`src/rtl/fpmul_rr_arbiter_pkg.sv`:
```
// Shared types and constants for the round-robin floating-point multiplier arbiter.
package fpmul_arb_pkg;

    localparam int          FP_W   = 32;
    localparam logic [31:0] FP_NAN = 32'h7F80_0001;

    typedef enum logic [1:0] {
        IDLE    = 2'd0,
        ISSUE   = 2'd1,
        WAIT    = 2'd2,
        DELIVER = 2'd3
    } arb_state_e;

endpackage

```
`src/rtl/fpmul_rr_arbiter_if.sv`:
```
// Requester and multiplier bus of the arbiter.
// slave = arbiter side, master = requesters plus the multiplier.
interface fpmul_rr_arbiter_if #(
    parameter int NUM_REQ = 4
);
    import fpmul_arb_pkg::*;

    logic [NUM_REQ-1:0]      req_valid;
    logic [FP_W*NUM_REQ-1:0] req_a;
    logic [FP_W*NUM_REQ-1:0] req_b;
    logic [NUM_REQ-1:0]      req_grant;
    logic [NUM_REQ-1:0]      resp_valid;
    logic [FP_W-1:0]         resp_y;
    logic                    mul_start;
    logic [FP_W-1:0]         mul_a;
    logic [FP_W-1:0]         mul_b;
    logic                    mul_ready;
    logic                    mul_busy;
    logic [FP_W-1:0]         mul_y;

    modport slave (
        input  req_valid, req_a, req_b, mul_ready, mul_busy, mul_y,
        output req_grant, resp_valid, resp_y, mul_start, mul_a, mul_b
    );

    modport master (
        output req_valid, req_a, req_b, mul_ready, mul_busy, mul_y,
        input  req_grant, resp_valid, resp_y, mul_start, mul_a, mul_b
    );

endinterface

```
`src/rtl/fpmul_rr_arbiter_rr_pick.sv`:
```
// Combinational round-robin selector: the first asserted request searching
// upward from rr_ptr+1, wrapping modulo NUM_REQ.
module rr_pick #(
    parameter int NUM_REQ = 4,
    parameter int IDX_W   = $clog2(NUM_REQ)
) (
    input  logic [NUM_REQ-1:0] i_req,
    input  logic [IDX_W-1:0]   i_rr_ptr,
    output logic [IDX_W-1:0]   o_winner,
    output logic               o_any
);

    logic [IDX_W-1:0] w_idx;
    logic             w_found;

    assign o_any = |i_req;

    // Rotating priority search starting just after the last winner.
    always_comb begin
        o_winner = '0;
        w_found  = 1'b0;
        w_idx    = '0;
        for (int k = 1; k <= NUM_REQ; k++) begin
            w_idx = IDX_W'((int'(i_rr_ptr) + k) % NUM_REQ);
            if (!w_found && i_req[w_idx]) begin
                w_found  = 1'b1;
                o_winner = w_idx;
            end else begin
                w_found  = w_found;
            end
        end
    end

endmodule

```
`src/rtl/fpmul_rr_arbiter.sv`:
```
// Round-robin arbiter sharing one single-issue FP multiplier among NUM_REQ
// requesters. Operands are latched at grant; one multiplication in flight.
// Optional watchdog in WAIT enabled by defining FPMUL_ARB_TIMEOUT_EN.
module fpmul_rr_arbiter
    import fpmul_arb_pkg::*;
#(
    parameter int NUM_REQ        = 4,
    parameter int IDX_W          = $clog2(NUM_REQ),
    parameter int TIMEOUT_CYCLES = 64
) (
    input  logic               clk,
    input  logic               reset,
    fpmul_rr_arbiter_if.slave  bus,
    output logic [IDX_W-1:0]   cur_idx
`ifdef FPMUL_ARB_TIMEOUT_EN
    ,
    output logic               timeout_err
`endif
);

    localparam logic [IDX_W-1:0] PTR_RST = IDX_W'(NUM_REQ - 1);

    arb_state_e       r_state, w_state_nxt;
    logic [IDX_W-1:0] r_rr_ptr, r_cur_idx, w_win;
    logic             w_any, w_go, w_ready_ok, w_tout;
    logic             r_first;
    logic [NUM_REQ-1:0] r_grant, r_resp_valid, w_grant_nxt, w_resp_valid_nxt;
    logic             r_mul_start, w_start_nxt;
    logic             r_timeout_err, w_terr_nxt;
    logic [FP_W-1:0]  r_mul_a, r_mul_b, r_resp_y;
    logic [FP_W-1:0]  w_a_arr [NUM_REQ];
    logic [FP_W-1:0]  w_b_arr [NUM_REQ];

    for (genvar g = 0; g < NUM_REQ; g++) begin : g_slice
        assign w_a_arr[g] = bus.req_a[g*FP_W +: FP_W];
        assign w_b_arr[g] = bus.req_b[g*FP_W +: FP_W];
    end

    rr_pick #(.NUM_REQ(NUM_REQ), .IDX_W(IDX_W)) u_pick (
        .i_req    (bus.req_valid),
        .i_rr_ptr (r_rr_ptr),
        .o_winner (w_win),
        .o_any    (w_any)
    );

    // A stale ready from a multiplier that was not reset always comes with
    // busy=1, so requiring both low keeps it from being taken as a new result.
    assign w_go       = w_any & ~bus.mul_busy & ~bus.mul_ready;
    assign w_ready_ok = ~r_first & bus.mul_ready;

`ifdef FPMUL_ARB_TIMEOUT_EN
    localparam int CNT_W = $clog2(TIMEOUT_CYCLES + 1);
    logic [CNT_W-1:0] r_wd_cnt;
    logic             r_tout_flag;

    assign w_tout = (r_state == WAIT) & ~w_ready_ok &
                    (r_wd_cnt == CNT_W'(TIMEOUT_CYCLES - 1));

    // Watchdog: counts WAIT cycles and remembers a timeout until DELIVER.
    always_ff @(posedge clk) begin
        if (reset) begin
            r_wd_cnt    <= '0;
            r_tout_flag <= 1'b0;
        end else if (r_state == WAIT) begin
            r_wd_cnt    <= r_wd_cnt + CNT_W'(1);
            r_tout_flag <= w_tout;
        end else begin
            r_wd_cnt    <= '0;
            r_tout_flag <= r_tout_flag;
        end
    end
`else
    assign w_tout = 1'b0;
`endif

    // State register.
    always_ff @(posedge clk) begin
        if (reset) begin
            r_state <= IDLE;
        end else begin
            r_state <= w_state_nxt;
        end
    end

    // Next-state logic.
    always_comb begin
        w_state_nxt = r_state;
        case (r_state)
            IDLE:    if (w_go) w_state_nxt = ISSUE; else w_state_nxt = IDLE;
            ISSUE:   w_state_nxt = WAIT;
            WAIT:    if (w_ready_ok || w_tout) w_state_nxt = DELIVER; else w_state_nxt = WAIT;
            DELIVER: w_state_nxt = IDLE;
            default: w_state_nxt = IDLE;
        endcase
    end

    // Output decode: next values of the registered one-cycle pulses.
    always_comb begin
        w_grant_nxt      = '0;
        w_resp_valid_nxt = '0;
        w_start_nxt      = 1'b0;
        w_terr_nxt       = 1'b0;
        case (r_state)
            IDLE:    if (w_go) w_grant_nxt[w_win] = 1'b1; else w_grant_nxt = '0;
            ISSUE:   w_start_nxt = 1'b1;
            WAIT:    w_start_nxt = 1'b0;
            DELIVER: begin
                w_resp_valid_nxt[r_cur_idx] = 1'b1;
`ifdef FPMUL_ARB_TIMEOUT_EN
                w_terr_nxt = r_tout_flag;
`endif
            end
            default: w_start_nxt = 1'b0;
        endcase
    end

    // Registered handshake pulses.
    always_ff @(posedge clk) begin
        if (reset) begin
            r_grant       <= '0;
            r_resp_valid  <= '0;
            r_mul_start   <= 1'b0;
            r_timeout_err <= 1'b0;
        end else begin
            r_grant       <= w_grant_nxt;
            r_resp_valid  <= w_resp_valid_nxt;
            r_mul_start   <= w_start_nxt;
            r_timeout_err <= w_terr_nxt;
        end
    end

    // Datapath: operand latch at grant, pointer update, result capture.
    always_ff @(posedge clk) begin
        if (reset) begin
            r_mul_a   <= '0;
            r_mul_b   <= '0;
            r_cur_idx <= '0;
            r_rr_ptr  <= PTR_RST;
            r_resp_y  <= '0;
            r_first   <= 1'b0;
        end else begin
            r_first <= (r_state == ISSUE);
            if (r_state == IDLE && w_go) begin
                r_mul_a   <= w_a_arr[w_win];
                r_mul_b   <= w_b_arr[w_win];
                r_cur_idx <= w_win;
                r_rr_ptr  <= w_win;
            end
            if (r_state == WAIT && w_ready_ok) begin
                r_resp_y <= bus.mul_y;
            end else if (w_tout) begin
                r_resp_y <= FP_NAN;
            end
        end
    end

    assign bus.req_grant  = r_grant;
    assign bus.resp_valid = r_resp_valid;
    assign bus.resp_y     = r_resp_y;
    assign bus.mul_start  = r_mul_start;
    assign bus.mul_a      = r_mul_a;
    assign bus.mul_b      = r_mul_b;
    assign cur_idx        = r_cur_idx;
`ifdef FPMUL_ARB_TIMEOUT_EN
    assign timeout_err    = r_timeout_err;
`else
    logic w_unused_terr;
    assign w_unused_terr  = r_timeout_err;
`endif

endmodule

```
`src/flat_wrapper.sv`:
```
// flat-port wrapper written by rule: the top's interface ports become plain ports
module fpmul_rr_arbiter_flat import fpmul_arb_pkg::*;
#(
    parameter int NUM_REQ        = 4,
    parameter int IDX_W          = $clog2(NUM_REQ),
    parameter int TIMEOUT_CYCLES = 64
)
  (clk, reset, cur_idx, bus_req_valid, bus_req_a, bus_req_b, bus_mul_ready, bus_mul_busy, bus_mul_y, bus_req_grant, bus_resp_valid, bus_resp_y, bus_mul_start, bus_mul_a, bus_mul_b);
  fpmul_rr_arbiter_if #(.NUM_REQ(NUM_REQ)) bus_i ();
  input  logic clk;
  input  logic reset;
  output logic [IDX_W-1:0] cur_idx;
  input wire logic [$bits(bus_i.req_valid)-1:0] bus_req_valid;
  input wire logic [$bits(bus_i.req_a)-1:0] bus_req_a;
  input wire logic [$bits(bus_i.req_b)-1:0] bus_req_b;
  input wire logic [$bits(bus_i.mul_ready)-1:0] bus_mul_ready;
  input wire logic [$bits(bus_i.mul_busy)-1:0] bus_mul_busy;
  input wire logic [$bits(bus_i.mul_y)-1:0] bus_mul_y;
  output wire logic [$bits(bus_i.req_grant)-1:0] bus_req_grant;
  output wire logic [$bits(bus_i.resp_valid)-1:0] bus_resp_valid;
  output wire logic [$bits(bus_i.resp_y)-1:0] bus_resp_y;
  output wire logic [$bits(bus_i.mul_start)-1:0] bus_mul_start;
  output wire logic [$bits(bus_i.mul_a)-1:0] bus_mul_a;
  output wire logic [$bits(bus_i.mul_b)-1:0] bus_mul_b;
  assign bus_i.req_valid = bus_req_valid;
  assign bus_i.req_a = bus_req_a;
  assign bus_i.req_b = bus_req_b;
  assign bus_i.mul_ready = bus_mul_ready;
  assign bus_i.mul_busy = bus_mul_busy;
  assign bus_i.mul_y = bus_mul_y;
  assign bus_req_grant = bus_i.req_grant;
  assign bus_resp_valid = bus_i.resp_valid;
  assign bus_resp_y = bus_i.resp_y;
  assign bus_mul_start = bus_i.mul_start;
  assign bus_mul_a = bus_i.mul_a;
  assign bus_mul_b = bus_i.mul_b;
  fpmul_rr_arbiter #(.NUM_REQ(NUM_REQ), .IDX_W(IDX_W), .TIMEOUT_CYCLES(TIMEOUT_CYCLES)) u_core (.clk(clk), .reset(reset), .bus(bus_i), .cur_idx(cur_idx));
endmodule
```
`config.mk`:
```
export PLATFORM = sky130hd
export DESIGN_NAME = fpmul_rr_arbiter_flat
export DESIGN_NICKNAME = d
export VERILOG_FILES = /design/src/rtl/fpmul_rr_arbiter_pkg.sv /design/src/rtl/fpmul_rr_arbiter_if.sv /design/src/rtl/fpmul_rr_arbiter_rr_pick.sv /design/src/rtl/fpmul_rr_arbiter.sv /design/src/flat_wrapper.sv
export SDC_FILE = /design/constraint.sdc
export NUM_CORES = 1
export LEC_CHECK = 0
export BUFFER_PORTS_ARGS = -buffer_cell sky130_fd_sc_hd__buf_2
export CORE_AREA = 5 5 152 154
export CTS_CLUSTER_DIAMETER = 200
export DETAILED_ROUTE_END_ITERATION = 8
export DIE_AREA = 0 0 157 159
export PLACE_DENSITY_LB_ADDON = 0.12
export REMOVE_ABC_BUFFERS = 1
export SLEW_MARGIN = 5
export SYNTH_ARGS = -nofsm -noshare
export SYNTH_HDL_FRONTEND = slang
export SYNTH_SLANG_ARGS = --single-unit
export TNS_END_PERCENT = 1
```
`constraint.sdc`:
```
create_clock -name clk -period 2.1 [get_ports clk]
set_input_delay 0.42 -clock clk [delete_from_list [all_inputs] [get_ports clk]]
set_output_delay 0.42 -clock clk [all_outputs]
set_load 0.005 [all_outputs]
```
# ---- Yosys cells after proc, flatten, opt, wreduce, memory -nomap -nowiden
# Cells that the tools add are included.
dict set report classes {
  add_sub_neg 4
  order_cmp 9
  eq_ne 3
  mux 29
  bitwise 10
  n_reduce_logical 14
}
# cell count
set op_table {}
lappend op_table {{$bmux 32 s2} 2}
lappend op_table {{$mux 32} 4}
lappend op_table {{$lt 2x3->1 const B} 6}
lappend op_table {{$mux 1} 12}
lappend op_table {{$bmux 1 s2} 4}
lappend op_table {{$mux 2} 4}
lappend op_table {{$pmux 2 s4} 1}
lappend op_table {{$logic_and 1x1->1} 7}
lappend op_table {{$not 1->1} 6}
lappend op_table {{$add 2x1->2 const B} 2}
lappend op_table {{$add 2x2->2 const B} 2}
lappend op_table {{$demux 1 s2} 2}
lappend op_table {{$eq 2x2->1 const B} 2}
lappend op_table {{$ge 2x1->1 const B} 2}
lappend op_table {{$reduce_or 4->1} 1}
lappend op_table {{$and 1x1->1} 3}
lappend op_table {{$ge 3x3->1 const B} 1}
lappend op_table {{$logic_not 1->1} 3}
lappend op_table {{$not 2->3} 1}
lappend op_table {{$reduce_or 3->1} 1}
lappend op_table {{$eq 2x1->1 const B} 1}
lappend op_table {{$logic_not 2->1} 1}
lappend op_table {{$reduce_or 2->1} 1}
dict set report totals {
  regBits 112
  in_bits 296
  word_cells 79
}

# ---- Logic depth before layout (Yosys ltp)
dict set report logic_depth {
  depth_word 17
  ltp_mapped 8
}

# ---- Cells and area by module
# From an unflattened synthesis, not the netlist that was laid out.
dict set report unflattened {
  hier_cells 425
  hier_area_um2 5171.2
}
# mod n_inst cells_per_inst area_each_um2
set modules_own_cells {}
lappend modules_own_cells {fpmul_rr_arbiter 1 411 5089.9}
lappend modules_own_cells {rr_pick 1 14 81.3}

# ---- Worst setup path after synthesis
# OpenSTA, ideal clock, no wires.
dict set report synth_path {
  path_kind {register to register}
  startpoint {reg u_core.r_state[0]}
  endpoint {reg u_core.r_mul_a[24] (netlist: u_core.bus.mul_a[24])}
  setup_time_ns 0.070
  arrival_time_ns 1.768
  required_time_ns 2.030
  setup_slack_ns 0.262
  stages_incl_launch_ff 9
  cell_sequence {dfxtp_1 > inv_1 > ha_1 > nor3b_1 > a21boi_2 > clkbuf_1 > nor2_1 > or3_1 > o2bb2ai_1}
}
dict set report synth_between {
  elab_chain_cells 2
}
# item line
set synth_lines {}
lappend synth_lines {{start: declaration} fpmul_rr_arbiter.sv:23} ;# arb_state_e r_state, w_state_nxt;
lappend synth_lines {{start signal: assignment} fpmul_rr_arbiter.sv:81} ;# r_state <= w_state_nxt;
lappend synth_lines {{$logic_not 2->1} fpmul_rr_arbiter.sv:143} ;# if (r_state == IDLE && w_go) begin
lappend synth_lines {{$logic_and 1x1->1} fpmul_rr_arbiter.sv:143}
lappend synth_lines {{end signal: assignment} fpmul_rr_arbiter.sv:144} ;# r_mul_a <= w_a_arr[w_win];
lappend synth_lines {{end: declaration} fpmul_rr_arbiter.sv:30} ;# logic [FP_W-1:0] r_mul_a, r_mul_b, r_resp_y;
# No other way between the ends.
# A chain may end at the register's enable or synchronous reset.

# ---- Worst setup path after layout
dict set report layout_path {
  startpoint {reg u_core.r_state[1]}
  endpoint {reg u_core.r_mul_b[11] (netlist: u_core.bus.mul_b[11])}
}
dict set report layout_between {
  elab_chain_cells 2
}
# item line
set layout_lines {}
lappend layout_lines {{$logic_not 2->1} fpmul_rr_arbiter.sv:143}
lappend layout_lines {{$logic_and 1x1->1} fpmul_rr_arbiter.sv:143}
lappend layout_lines {{end signal: assignment} fpmul_rr_arbiter.sv:145} ;# r_mul_b <= w_b_arr[w_win];
lappend layout_lines {{end: declaration} fpmul_rr_arbiter.sv:30}
# No other way between the ends.

==> flow_summary_export.csv <==
group,metric,value,unit
timing,slew_violations,0,
timing,timing.final.crit_share,96.8,%
yosys,yosysTopAreaCell,"dfxtp_1",
drt,wl_per_cell,18.4,um
timing,max_slew_margin,67.4,%
job,cap_violations,0,
drt,postRouteWirelength,25500,um
timing,rsz0062_at_grt,"true",
clock_tree,cts_tree,"built",
clock_tree,numCtsBuffers,9,
grt,grt_pass1_wl,38500,um
yosys,syn_inst,713,
clock_tree,cts_hold_buffers,0,
yosys,synth-seq-area-share,36.9,%
drt,drtIter0Drc,383,
yosys,synth-seq-cells,111,
timing,skew,0.0125,ns
worst_setup_path,critPathKind,"flip-flop to flip-flop",
yosys,synth_adder_area_share,0.831,%
yosys,synth_top_area_share,36.9,%
worst_setup_path,worstSetupStartpointType,"flip-flop",
layout,instances_no_fill,1385,
layout,fin_util,41.1,%
worst_setup_path,end_kind,"flip-flop",
floorplan,die_area,25000,um^2
power_and_ir_drop,p_leak,4.20,nW
timing,finalHoldViolCount,0,
grt,antenna_found_initial,10,
layout,final_nets,1393,
clock_tree,cts-root-buf,"clkbuf_16",
drt,ant_nets,0,
yosys,synth_compound_area_share,25.1,%
yosys,netlist-cell-type-count,39,
worst_setup_path,crit_arrival,2.32,ns
timing,layout_min_cycle_time,2.03,ns
clock_tree,clockBufferDepth,2,
worst_setup_path,critPathRequiredTime,2.38,ns
yosys,synth_mux_area_share,10.6,%
floorplan,die_x,157,um
grt,grt_max_degree,92,
yosys,avgSynthCellArea,8.44,um^2
placed_design,dp_cells,1358,
yosys,yosys.area_share.simple,20.7,%
floorplan,start_util,27.9,%
min_path,worstHoldPathType,"primary input to flip-flop",
placed_design,gp_congestion,0.786,
drt,drtPass1Iterations,4,
grt,grt_pass1_vias,6825,
timing,tightest_slew,0.489,ns
floorplan,die_y,159,um
placed_design,hpwl,19300,um
layout,fill_cells,2228,
grt,overflow,0,
grt,grt.total_usage,19.4,%
drt,num_vias,6719,
yosys,netlist_area,6020,um^2
clock_tree,clock_sinks,111,
timing,report.final.setup_viol,0,
clock_tree,path_clk_slew,0.08,ns
floorplan,pin_count,403,
timing,fmax,492,MHz
floorplan,coreArea,21600,um^2
clock_tree,htree_num_levels,3,
clock_tree,insertion_delay,0.36,ns
yosys,yosys-top-cells-area,"dfxtp_1, mux2i_1, a221o_1, o2bb2ai_1, nor2_1",
drt,drc,0,
yosys,synth_top_family_by_area,"compound AO/OA/AOI/OAI gates",
layout,drive_above_1_share,42.2,%
layout,area_growth,47.2,%
drt,vias_per_cell,4.85,
run_status,status,"finished, final reports clean",
placed_design,portBuffers,402,
power_and_ir_drop,vdd_drop_max,0.296,mV
timing,hold_slack,0.295,ns
floorplan,row_count,54,
power_and_ir_drop,power_density,642,nW/um^2
yosys,yosys.area_share.xor_xnor,0,%
worst_setup_path,path_max_fanout,17,
yosys,ys_warn_count,0,
[critical path, stage by stage, from the launching register on]
cell and delay [ns]:
dfxtp_1 0.33, inv_1 0.08, ha_1 0.17, nor3b_2 0.17, buf_4 0.15, a21boi_4 0.24
buf_4 0.17, clkbuf_16 0.17, nor2_1 0.05, or3_1 0.30, o2bb2ai_1 0.12
[cell usage in the layout (no fill, tap or decap), types with 2 or more instances in the layout]
master	count
buf_2	401
a221o_1	53
nand2_1	65
a21oi_1	36
mux2i_1	64
o22ai_1	11
nor4_1	2
o2bb2ai_1	52
buf_12	13
nor4bb_1	2
nor2b_1	4
clkbuf_16	10
inv_1	6
and3_1	3
clkinvlp_4	2
nor2_1	119
a221oi_1	11
o21ai_0	15
or3_1	53
nand2b_1	15
inv_8	2
diode_2	7
ha_1	4
buf_4	21
dfxtp_1	110
clkinv_4	2
[stage by stage]
| step | setup slack [ns] | power [mW] | area (um^2) | TNS, ns |
|---|---|---|---|---|
| after floorplan | -5.52 | 3.21 | 5690 | -361.10 |
| after global placement | 0.00780 | 4.02 | 8500 | 0 |
| after detailed placement | 0.00895 | 4.02 | 8500 | 0 |
| after CTS | 0.0443 | 5.77 | 8780 | 0 |
| after global routing | -0.0395 | 6.01 | 8860 | -0.242 |
| final | 0.0663 | 5.69 | 8860 | 0 |
[registers in the layout, indices dropped and copies added, names as in the netlist]
signal,count
u_core.bus.resp_valid,4
u_core.bus.resp_y,32
u_core.cur_idx,2
u_core.bus.req_grant,4
u_core.bus.mul_b,32
u_core.r_first,1
u_core.r_rr_ptr,2
u_core.bus.mul_a,32
u_core.r_state,2
[synth_stat cells (all sizes together)]
library cell / number
nor2: 120
dfxtp: 111
nand2: 65
mux2i: 64
a221o: 53
o2bb2ai: 53
or3: 53
clkbuf: 42
a21oi: 36
buf: 26
o21ai: 16
nand2b: 15
o22ai: 12
a221oi: 11
inv: 6
ha: 4
nor2b: 4
and3: 3
nor3: 2
nor4: 2
nor4bb: 2
or2: 2
a211o: 1
a211oi: 1
a21boi: 1
a22oi: 1
and4: 1
nor3b: 1
nor4b: 1
o211a: 1
o221ai: 1
o311a: 1
o31ai: 1
[report_power, final]
part	switching, mW	total (mW)	internal [mW]	leakage (nW)
sequential	0.0976	2.37	2.28	0.909
combinational	0.808	1.60	0.793	3.16
clock	0.887	1.72	0.830	0.133
[per-layer routing]
metal	vias up	GRT usage (%)	routed length, um
met5	-	0	28
met4	6	6.47	507
met3	34	5.82	2250
met2	262	33.3	12600
met1	3004	23.0	10100
li1	3413	-	-
[cells by family after synthesis]
family / after synthesis
flip-flops: 111
buffers and inverters: 74
multiplexers: 64
AO/OA/AOI/OAI: 189
adder cells (fa/ha/maj): 4
AND/OR/NAND/NOR: 271
[cell type report]
type | count | area [um^2] | area share [%]
Multi-Input combinational cell | 528 | 3500 | 39.5
Timing Repair Buffer | 437 | 2460 | 27.8
Sequential cell | 111 | 2220 | 25.1
Tap cell | 280 | 350 | 3.95
Clock buffer | 10 | 229 | 2.58
Clock inverter | 6 | 55.1 | 0.621
Inverter | 6 | 22.5 | 0.254
Antenna cell | 7 | 17.5 | 0.198
[what timing repair did]
item | in CTS | in global routing
buffers inserted | 0 | 3
endpoints found under the hold margin | 0 | 0
resized for setup | 0 | 4
endpoints found under the setup margin | 0 | 55
[path summary, 6_finish.rpt]
| kind | slack (ns) | endpoint | from | depth (start not counted) |
|---|---|---|---|---|
| worst max register to register | 0.07 | u_core.bus.mul_b[11] | u_core.r_state[1] | 10 |
| worst min register to register | 0.45 | u_core.bus.resp_y[4] | u_core.bus.resp_y[4] | 2 |
| worst min-delay path | 0.29 | u_core.bus.resp_y[18] | bus_mul_y[18] | 3 |
| worst max-delay path | 0.07 | u_core.bus.mul_b[11] | u_core.r_state[1] | 10 |
Note: power is estimated with default switching activity, not from simulation.
